### src/rtl/cpu_acc_ctrl.sv
`timescale 1ns/1ps
// Purpose : sequence asynchronous host CPU register accesses onto NSLV internal register slaves.
// Latency : slv_ce on the 3rd clk edge after pce_ falls; prdy 1 cycle after slave ready, or after TOMAX+1 cycles (timeout).
// Backpr. : CPU is held off by prdy; prdy/perr/pdo stay stable until pce_ is released, and no new access starts before then.
//
// Ports:
//   i_clk, i_rst        clock, asynchronous active-high reset
//   i_pce_, i_pwr       CPU chip enable (active low, async to clk), write=1/read=0
//   i_paddr, i_pdi      CPU address (upper SELW bits select the slave), write data
//   o_pdo, o_prdy       read data and stretched ready back to the CPU
//   o_perr              decode miss or timeout, valid while o_prdy=1
//   o_slv_ce, o_slv_wr  one-hot slave chip enable, write qualifier
//   o_slv_addr/_wdat    latched slave address and write data
//   i_slv_rdat/_rdy     packed slave read data (slave i at [i*DW +: DW]) and per-slave ready
module cpu_acc_ctrl #(
    parameter int NSLV  = 4,
    parameter int SELW  = 2,
    parameter int AW    = 8,
    parameter int DW    = 16,
    parameter int TOW   = 8,
    parameter int TOMAX = 255
) (
    input  logic                 i_clk,
    input  logic                 i_rst,
    input  logic                 i_pce_,
    input  logic                 i_pwr,
    input  logic [SELW+AW-1:0]   i_paddr,
    input  logic [DW-1:0]        i_pdi,
    output logic [DW-1:0]        o_pdo,
    output logic                 o_prdy,
    output logic                 o_perr,
    output logic [NSLV-1:0]      o_slv_ce,
    output logic                 o_slv_wr,
    output logic [AW-1:0]        o_slv_addr,
    output logic [DW-1:0]        o_slv_wdat,
    input  logic [NSLV*DW-1:0]   i_slv_rdat,
    input  logic [NSLV-1:0]      i_slv_rdy
);

    typedef enum logic [1:0] {
        S_IDLE = 2'd0,
        S_ACC  = 2'd1,
        S_DONE = 2'd2
    } state_t;

    state_t              r_state, w_state_nxt;

    // pce_ synchroniser plus one delayed copy for falling-edge detection
    logic                r_pce_meta;
    logic                r_pce_s;
    logic                r_pce_s_prev;

    logic [SELW-1:0]     r_sel,      w_sel_nxt;
    logic [TOW-1:0]      r_timer,    w_timer_nxt;
    logic                r_prdy,     w_prdy_nxt;
    logic                r_perr,     w_perr_nxt;
    logic [DW-1:0]       r_pdo,      w_pdo_nxt;
    logic [NSLV-1:0]     r_slv_ce,   w_slv_ce_nxt;
    logic                r_slv_wr,   w_slv_wr_nxt;
    logic [AW-1:0]       r_slv_addr, w_slv_addr_nxt;
    logic [DW-1:0]       r_slv_wdat, w_slv_wdat_nxt;

    logic                w_start;
    logic [SELW-1:0]     w_sel_in;
    logic                w_miss;
    logic                w_rdy_sel;
    logic [DW-1:0]       w_rdat_sel;

    assign w_start  = r_pce_s_prev & ~r_pce_s;
    assign w_sel_in = i_paddr[SELW+AW-1:AW];
    // extra bit so NSLV == 2^SELW compares correctly
    assign w_miss   = ({1'b0, w_sel_in} >= (SELW+1)'(NSLV));

    // only the selected slave's ready/data is ever looked at
    always_comb begin
        w_rdy_sel  = 1'b0;
        w_rdat_sel = '0;
        for (int i = 0; i < NSLV; i++) begin
            if (r_sel == SELW'(i)) begin
                w_rdy_sel  = i_slv_rdy[i];
                w_rdat_sel = i_slv_rdat[i*DW +: DW];
            end
        end
    end

    always_ff @(posedge i_clk or posedge i_rst) begin
        if (i_rst) begin
            r_pce_meta   <= 1'b1;
            r_pce_s      <= 1'b1;
            r_pce_s_prev <= 1'b1;
            r_state      <= S_IDLE;
            r_sel        <= '0;
            r_timer      <= '0;
            r_prdy       <= 1'b0;
            r_perr       <= 1'b0;
            r_pdo        <= '0;
            r_slv_ce     <= '0;
            r_slv_wr     <= 1'b0;
            r_slv_addr   <= '0;
            r_slv_wdat   <= '0;
        end else begin
            r_pce_meta   <= i_pce_;
            r_pce_s      <= r_pce_meta;
            r_pce_s_prev <= r_pce_s;
            r_state      <= w_state_nxt;
            r_sel        <= w_sel_nxt;
            r_timer      <= w_timer_nxt;
            r_prdy       <= w_prdy_nxt;
            r_perr       <= w_perr_nxt;
            r_pdo        <= w_pdo_nxt;
            r_slv_ce     <= w_slv_ce_nxt;
            r_slv_wr     <= w_slv_wr_nxt;
            r_slv_addr   <= w_slv_addr_nxt;
            r_slv_wdat   <= w_slv_wdat_nxt;
        end
    end

    always_comb begin
        w_state_nxt    = r_state;
        w_sel_nxt      = r_sel;
        w_timer_nxt    = r_timer;
        w_prdy_nxt     = r_prdy;
        w_perr_nxt     = r_perr;
        w_pdo_nxt      = r_pdo;
        w_slv_ce_nxt   = r_slv_ce;
        w_slv_wr_nxt   = r_slv_wr;
        w_slv_addr_nxt = r_slv_addr;
        w_slv_wdat_nxt = r_slv_wdat;

        case (r_state)
            S_IDLE: begin
                if (w_start) begin
                    w_sel_nxt = w_sel_in;
                    if (w_miss) begin
                        w_prdy_nxt  = 1'b1;
                        w_perr_nxt  = 1'b1;
                        w_pdo_nxt   = '1;
                        w_state_nxt = S_DONE;
                    end else begin
                        for (int i = 0; i < NSLV; i++) begin
                            w_slv_ce_nxt[i] = (w_sel_in == SELW'(i));
                        end
                        w_slv_wr_nxt   = i_pwr;
                        w_slv_addr_nxt = i_paddr[AW-1:0];
                        w_slv_wdat_nxt = i_pdi;
                        w_timer_nxt    = '0;
                        w_state_nxt    = S_ACC;
                    end
                end
            end

            S_ACC: begin
                if (r_pce_s) begin
                    // CPU withdrew the access: drop the slave quietly, no ready
                    w_slv_ce_nxt = '0;
                    w_slv_wr_nxt = 1'b0;
                    w_state_nxt  = S_IDLE;
                end else if (w_rdy_sel) begin
                    if (!r_slv_wr) begin
                        w_pdo_nxt = w_rdat_sel;
                    end
                    w_prdy_nxt   = 1'b1;
                    w_perr_nxt   = 1'b0;
                    w_slv_ce_nxt = '0;
                    w_slv_wr_nxt = 1'b0;
                    w_state_nxt  = S_DONE;
                end else if (r_timer == TOW'(TOMAX)) begin
                    if (!r_slv_wr) begin
                        w_pdo_nxt = '1;
                    end
                    w_prdy_nxt   = 1'b1;
                    w_perr_nxt   = 1'b1;
                    w_slv_ce_nxt = '0;
                    w_slv_wr_nxt = 1'b0;
                    w_state_nxt  = S_DONE;
                end else begin
                    w_timer_nxt = r_timer + TOW'(1);
                end
            end

            S_DONE: begin
                if (r_pce_s) begin
                    w_prdy_nxt  = 1'b0;
                    w_perr_nxt  = 1'b0;
                    w_state_nxt = S_IDLE;
                end
            end

            default: begin
                w_state_nxt = S_IDLE;
            end
        endcase
    end

    assign o_pdo      = r_pdo;
    assign o_prdy     = r_prdy;
    assign o_perr     = r_perr;
    assign o_slv_ce   = r_slv_ce;
    assign o_slv_wr   = r_slv_wr;
    assign o_slv_addr = r_slv_addr;
    assign o_slv_wdat = r_slv_wdat;

endmodule

### config.mk
export PLATFORM = sky130hd
export DESIGN_NAME = cpu_acc_ctrl
export DESIGN_NICKNAME = d
export VERILOG_FILES = /design/src/rtl/cpu_acc_ctrl.sv
export SDC_FILE = /design/constraint.sdc
export NUM_CORES = 1
export LEC_CHECK = 0
export ABC_AREA = 1
export BUFFER_PORTS_ARGS = -buffer_cell sky130_fd_sc_hd__clkbuf_2
export CORE_MARGIN = 1.5
export CORE_UTILIZATION = 51
export CTS_CLUSTER_DIAMETER = 200
export CTS_CLUSTER_SIZE = 16
export DETAILED_ROUTE_END_ITERATION = 8
export PLACE_DENSITY = 0.92
export SLEW_MARGIN = 20
export SYNTH_ARGS = -nofsm -noshare
export SYNTH_HDL_FRONTEND = slang
export SYNTH_SLANG_ARGS = --single-unit
### constraint.sdc
create_clock -name i_clk -period 2.9 [get_ports i_clk]
set_input_delay 0.145 -clock i_clk [delete_from_list [all_inputs] [get_ports i_clk]]
set_output_delay 0.145 -clock i_clk [all_outputs]
set_load 0.05 [all_outputs]
Word level (Yosys, flattened, before mapping):

Index checks and enable logic that the tools add are counted.

* logic and storage cells: 87
* latch bits: 0
* memories kept: 0
* output and inout port bits: 47
* flip-flop bits (word level): 62
* memory bits (read-only): 0
* memory bits (writable): 0

* multiply operators: 0
* $lt $le $gt $ge: 0
* reductions and logical operators: 12
* bitwise operators: 2
* shifts and indexed selects: 0
* divide/modulo/power cells: 0
* equal/unequal tests: 18
* add/subtract/negate cells: 1
* muxes and demuxes: 41

Operators with widths (number)
* 16-bit 2-to-1 mux: 8
* 8-bit 2-to-1 mux: 4
* 4-bit 2-to-1 mux: 4
* 8-bit case mux with 2 select lines: 1
* 1-bit 2-to-1 mux: 14
* 2-bit inequality test, second input constant: 7
* 2-bit == test, second input constant: 5
* 2-bit 2-to-1 mux: 5
* 5-bit AND reduction: 2
* 8-bit by 1-bit adder with 8-bit output, second input constant: 1
* 8-bit == test, second input constant: 1
* 4-bit case mux with 2 select lines: 1
* 2-bit by 1-bit == test with 1-bit output, second input constant: 3
* 2-bit logical NOT: 3
* 1-bit case mux with 2 select lines: 3
* 2-bit case mux with 3 select lines: 1
* 3-bit AND reduction: 2
* 2-bit nonzero test: 3
* 4-bit inequality test, second input constant: 1
* 4-bit AND reduction: 1
* 3-bit inequality test, second input constant: 1
* 2-bit AND reduction: 1
* 1-bit AND: 1
* 1-bit NOT: 1

Longest topological paths before layout:

* depth after elaboration: 8
* gate-level depth with buffers: 10
* gate-level depth less buffers: 10

Worst setup path before layout:

Ideal clock, no wire load.

* path type: reg2reg
* start point: register r_timer[0]
* end point: register r_pdo[10], in the netlist o_pdo[10]
* cell stages (with the launch flop): 10
* clock period less this slack: 1396 ps
* setup slack: 1504 ps
* arrival time: 1274 ps
* buffers on the path: 1
* cell sequence: dfrtp_1 -> ha_1 -> nand2_1 -> nor2_1 -> nand2_1 -> nand3_2 -> nand3_4 -> buf_4 -> nand2_1 -> o21ai_1

* longest elaborated chain between the ends: 3
* elaborated cells on any way between the ends: 4
* those cells by class: 2 x eq/ne; 2 x reduce/logical

Ends and longest elaborated chain
* start: declaration: line 54 `logic [TOW-1:0] r_timer, w_timer_nxt;`
* start signal: assignment: line 107 `r_timer <= w_timer_nxt;`
* 8-bit == test (*): line 167 `end else if (r_timer == TOW'(TOMAX)) begin`
* 2-bit inequality test (no line) / 2-bit nonzero test (equally long branches)
* 5-bit AND reduction (no line) (*)
* end signal: assignment: line 110 `r_pdo <= w_pdo_nxt;`
* end: declaration: line 57 `logic [DW-1:0] r_pdo, w_pdo_nxt;`

Mark *: on every way between the ends. The rest lies on a longest branch, timed or not.
A chain may end at the register's enable or synchronous reset.

Final worst setup path:

* start point: register r_sel[0]
* end point: register r_slv_ce[0], in the netlist o_slv_ce[0]

* longest elaborated chain between the ends: 8
* elaborated cells on any way between the ends: 13
* those cells by class: 4 x eq/ne; 7 x mux; 2 x reduce/logical

Ends and longest elaborated chain
* start: declaration: line 53 `logic [SELW-1:0] r_sel, w_sel_nxt;`
* start signal: assignment: line 106 `r_sel <= w_sel_nxt;`
* 2-bit logical NOT: line 79 `if (r_sel == SELW'(i)) begin`
* 1-bit 2-to-1 mux (3 in a row): line 79
* 1-bit 2-to-1 mux (*): line 79
* 4-bit 2-to-1 mux: line 158 `end else if (w_rdy_sel) begin`
* 4-bit 2-to-1 mux: line 153 `if (r_pce_s) begin`
* 4-bit case mux with 2 select lines: line 130 `case (r_state)`
* end signal: assignment: line 111 `r_slv_ce <= w_slv_ce_nxt;`
* end: declaration: line 58 `logic [NSLV-1:0] r_slv_ce, w_slv_ce_nxt;`

Marks and branches as above.

==> report_table.html <==
<table>
<tr><th>Metric</th><th>Value</th></tr>
<tr><th colspan="2">Power</th></tr>
<tr><td>PnR Total Power</td><td>4250 uW</td></tr>
<tr><td>Power per standard cell area</td><td>964 nW/um^2</td></tr>
<tr><td>Lkg Pwr</td><td>0.00254 uW</td></tr>
<tr><td>Maximum vdd ir drop</td><td>0.849 mV</td></tr>
<tr><th colspan="2">Cells and area</th></tr>
<tr><td>Area added between synthesis and finish</td><td>34.4%</td></tr>
<tr><td>Number of diodes</td><td>0</td></tr>
<tr><td>Proportion of layout cells with a drive suffix above 1</td><td>0.309</td></tr>
<tr><td>Nets@finish</td><td>700</td></tr>
<tr><th colspan="2">Place</th></tr>
<tr><td>Number of port buffers</td><td>144</td></tr>
<tr><td>Routability Congestion</td><td>1.01</td></tr>
<tr><td>Placed wire-length estimate after detailed placement</td><td>6700 um</td></tr>
<tr><td>Worst setup timing slack at the placement stage</td><td>783 ps</td></tr>
<tr><th colspan="2">Floorplan</th></tr>
<tr><td>Die footprint</td><td>6920 um^2</td></tr>
<tr><td>Floorplan row count</td><td>29</td></tr>
<tr><td>Die Y</td><td>83.2 um</td></tr>
<tr><td>Number of top-level design ports</td><td>145</td></tr>
<tr><td>Placeable core region</td><td>6280 um^2</td></tr>
<tr><td>Initial Utilization</td><td>0.522</td></tr>
<tr><td>Chip Width</td><td>83.2 um</td></tr>
<tr><th colspan="2">Timing</th></tr>
<tr><td>Peak Freq</td><td>0.468 GHz</td></tr>
<tr><td>Max transition margin</td><td>0.542</td></tr>
<tr><td>Count of final max-slew check failures</td><td>0</td></tr>
<tr><td>RSZ-0062 raised after global routing</td><td>false</td></tr>
<tr><td>Slew at the pin closest to its max-slew limit</td><td>686 ps</td></tr>
<tr><td>Final hold violation count</td><td>0</td></tr>
<tr><td>Post-route clock period utilization</td><td>0.737</td></tr>
<tr><td>Setup violation total in the final timing report</td><td>0</td></tr>
<tr><td>Final Worst Setup Slack</td><td>764 ps</td></tr>
<tr><td>Fin Clk Skew</td><td>11.1 ps</td></tr>
<tr><td>Min Tclk post-route</td><td>2140 ps</td></tr>
<tr><td>Total Neg Setup Slack</td><td>0 ps</td></tr>
<tr><th colspan="2">Job</th></tr>
<tr><td>Max-Cap Viols</td><td>0</td></tr>
<tr><th colspan="2">Synth</th></tr>
<tr><td>Number of warnings reported in the yosys synthesis log</td><td>0</td></tr>
<tr><td>Dominant cell type by area after synthesis</td><td>sky130_fd_sc_hd__dfrtp_1</td></tr>
<tr><td>Post-Synth XOR/XNOR Area</td><td>0</td></tr>
<tr><td>Largest family of logic cells by synthesized area</td><td>simple AND/OR/NAND/NOR gates</td></tr>
<tr><td>Synth Register Bits</td><td>62</td></tr>
<tr><td>Mapped Cells</td><td>443</td></tr>
<tr><td>Fraction of the mapped netlist area in simple logic gates</td><td>0.371</td></tr>
<tr><td>Distinct cells, synth</td><td>27</td></tr>
<tr><td>Post-synth ARST share</td><td>1.00</td></tr>
<tr><td>Flip-flop cell with the highest count after synthesis</td><td>sky130_fd_sc_hd__dfrtp_1</td></tr>
<tr><td>Post-synthesis mux area share</td><td>0</td></tr>
<tr><td>Average cell area after synthesis</td><td>7.40 um^2</td></tr>
<tr><td>Dominant cells by area after synthesis</td><td>sky130_fd_sc_hd__dfrtp_1, sky130_fd_sc_hd__nand2_1, sky130_fd_sc_hd__nand3_1</td></tr>
<tr><td>Ranking of synthesized cells by instance count</td><td>sky130_fd_sc_hd__nand2_1, sky130_fd_sc_hd__dfrtp_1, sky130_fd_sc_hd__nand3_1, sky130_fd_sc_hd__inv_1, sky130_fd_sc_hd__o21ai_0</td></tr>
<tr><td>Net count after synthesis</td><td>542</td></tr>
<tr><td>Complex-gate fraction of the synthesized area</td><td>0.0756</td></tr>
<tr><td>Sequential area share after synthesis</td><td>0.474</td></tr>
<tr><td>Fraction of the mapped netlist area in adder cells</td><td>0.00382</td></tr>
<tr><td>Mapped Area</td><td>3280 um^2</td></tr>
<tr><td>Top cell type's share of synthesized area</td><td>0.450</td></tr>
<tr><td>Number of enable flip-flop cells after synthesis</td><td>0</td></tr>
<tr><td>Count leader, synth</td><td>sky130_fd_sc_hd__nand2_1</td></tr>
<tr><th colspan="2">Worst hold path</th></tr>
<tr><td>Hold/Removal Path Class</td><td>in2reg</td></tr>
<tr><td>Cell count of the worst hold path</td><td>3</td></tr>
<tr><th colspan="2">Drt</th></tr>
<tr><td>Residual antenna-violating net count after detailed routing</td><td>0</td></tr>
<tr><td>Number of optimization iterations in the first detailed-route pass</td><td>5</td></tr>
<tr><td>Total length of routed wires</td><td>9300 um</td></tr>
<tr><td>Routed wire per std cell</td><td>13.6 um</td></tr>
<tr><td>Vias after detailed routing</td><td>3513</td></tr>
<tr><td>Detailed router's first-iteration violation count</td><td>229</td></tr>
<tr><td>Number of vias per cell after detailed routing</td><td>5.14</td></tr>
<tr><td>Detailed-route DRC error count</td><td>0</td></tr>
<tr><th colspan="2">Clock tree</th></tr>
<tr><td>Number of buffers added for setup after CTS</td><td>0</td></tr>
<tr><td>Clock Path Buffers</td><td>2</td></tr>
<tr><td>Post-cts resize count</td><td>0</td></tr>
<tr><td>Sinks on the clock net</td><td>62</td></tr>
<tr><td># H-tree levels</td><td>3</td></tr>
<tr><td>TritonCTS clock tree</td><td>built</td></tr>
<tr><td># hold bufs at CTS</td><td>20</td></tr>
<tr><td>Clock edge transition at the registers on the reported setup and hold paths</td><td>70 ps</td></tr>
<tr><td>TritonCTS Buffers</td><td>9</td></tr>
<tr><td>Clock Tree Root</td><td>sky130_fd_sc_hd__clkbuf_8</td></tr>
<tr><td>Clock insertion delay at the later pin of the skew report</td><td>340 ps</td></tr>
<tr><th colspan="2">Run status</th></tr>
<tr><td>Result of the run</td><td>finished, final reports clean</td></tr>
<tr><th colspan="2">Worst setup path</th></tr>
<tr><td>Data arrival time of the critical path</td><td>2360 ps</td></tr>
<tr><td>Setup crit start kind</td><td>flip-flop</td></tr>
<tr><td>Number of cells traversed by the worst register-to-register path</td><td>6</td></tr>
<tr><td>Top fanout value on the critical path</td><td>24</td></tr>
<tr><td>Worst setup path category</td><td>reg2reg</td></tr>
<tr><td>Critical path capture point type</td><td>flip-flop</td></tr>
<tr><td>Data required, critical path</td><td>3120 ps</td></tr>
<tr><th colspan="2">Global routing</th></tr>
<tr><td>Antenna violations before repair</td><td>0</td></tr>
<tr><td>Wire length of the first global-routing pass</td><td>15800 um</td></tr>
<tr><td>Gr usage total</td><td>0.285</td></tr>
<tr><td>Overflow left after global routing</td><td>0</td></tr>
<tr><td>Vias in the first global route</td><td>3383</td></tr>
<tr><td>Pin count of the biggest net entering global routing</td><td>37</td></tr>
</table>
[final timing paths]
path	from	end	slack, ps
min	i_pwr	o_slv_wr	8
min in group asynchronous	i_rst	o_slv_addr[5]	440
max	r_sel[0]	o_slv_ce[0]	760
max in group asynchronous	i_rst	r_pce_meta	1590
max reg2reg	r_sel[0]	o_slv_ce[0]	760
min reg2reg	r_pce_meta	r_pce_s	360
[through the flow]
step	utilization	instance area, um^2	instances	hold slack (ps)
final	0.702	4400	683	8.24
after global routing	0.702	4400	683	6.98
after CTS	0.702	4400	683	1.73
after detailed placement	0.638	4010	647	237
after global placement	0.638	4010	647	234
after floorplan	-	3280	443	149
[where the power goes]
part	internal, uW	leakage (uW)	switching (uW)
Sequential	1140	0.000780	211
Combinational	533	0.00165	1600
Clock	399	0.000103	364
Total	2070	0.00254	2180
[logic make-up (layout without fill, tap and decap cells)]
group                      Yosys count  count (layout)
AOI/OAI and AO/OA                   45              45
adders and majority gates            1               1
buffers and inverters               56             219
DFF                                 62              62
and+or+nand+nor                    279             279
[flip-flops by register name (all words and copies together), names as in the netlist]
name and cells:
o_pdo 16, o_slv_wdat 16, o_slv_addr 8, r_timer 8
o_slv_ce 4, r_sel 2, r_state 2, o_perr 1
o_prdy 1, o_slv_wr 1, r_pce_meta 1, r_pce_s 1
r_pce_s_prev 1
[final cells by class]
type / count / area, um^2
Clock buffer: 9 / 124
Clock inverter: 7 / 75.1
Fill cell: 506 / 1870
Inverter: 36 / 135
Multi-Input combinational cell: 325 / 1480
Sequential cell: 62 / 1560
Tap cell: 77 / 96.3
Timing Repair Buffer: 167 / 943
[layer usage]
| layer | GRT usage | part of all wire |
|---|---|---|
| met3 | 0.0676 | 0.076 |
| met2 | 0.466 | 0.49 |
| met4 | 0.106 | 0.029 |
| met1 | 0.370 | 0.41 |
| met5 | 0 | 0 |
[layout by cell type (no fill, tap or decap), drive strengths merged]
| cell | instances |
|---|---|
| dfstp | 3 |
| nand4 | 2 |
| nor3 | 5 |
| ha | 1 |
| nor2 | 15 |
| o31ai | 1 |
| or2 | 16 |
| clkbuf | 153 |
| buf | 3 |
| bufinv | 1 |
| a21oi | 5 |
| clkinv | 6 |
| o21ai | 37 |
| dfrtp | 59 |
| inv | 36 |
| nand3 | 54 |
| dlygate4sd3 | 20 |
| nand2 | 187 |
| o21bai | 2 |
[worst max-delay path, cell delays in order (launching register included)]
cell,delay [ps]
sky130_fd_sc_hd__dfrtp_1,640
sky130_fd_sc_hd__nor2_4,430
sky130_fd_sc_hd__nand2_2,90
sky130_fd_sc_hd__nand3_2,140
sky130_fd_sc_hd__nand4_1,430
sky130_fd_sc_hd__nand3_1,220
sky130_fd_sc_hd__nand2_1,80
(Power assumes the default switching activity.)
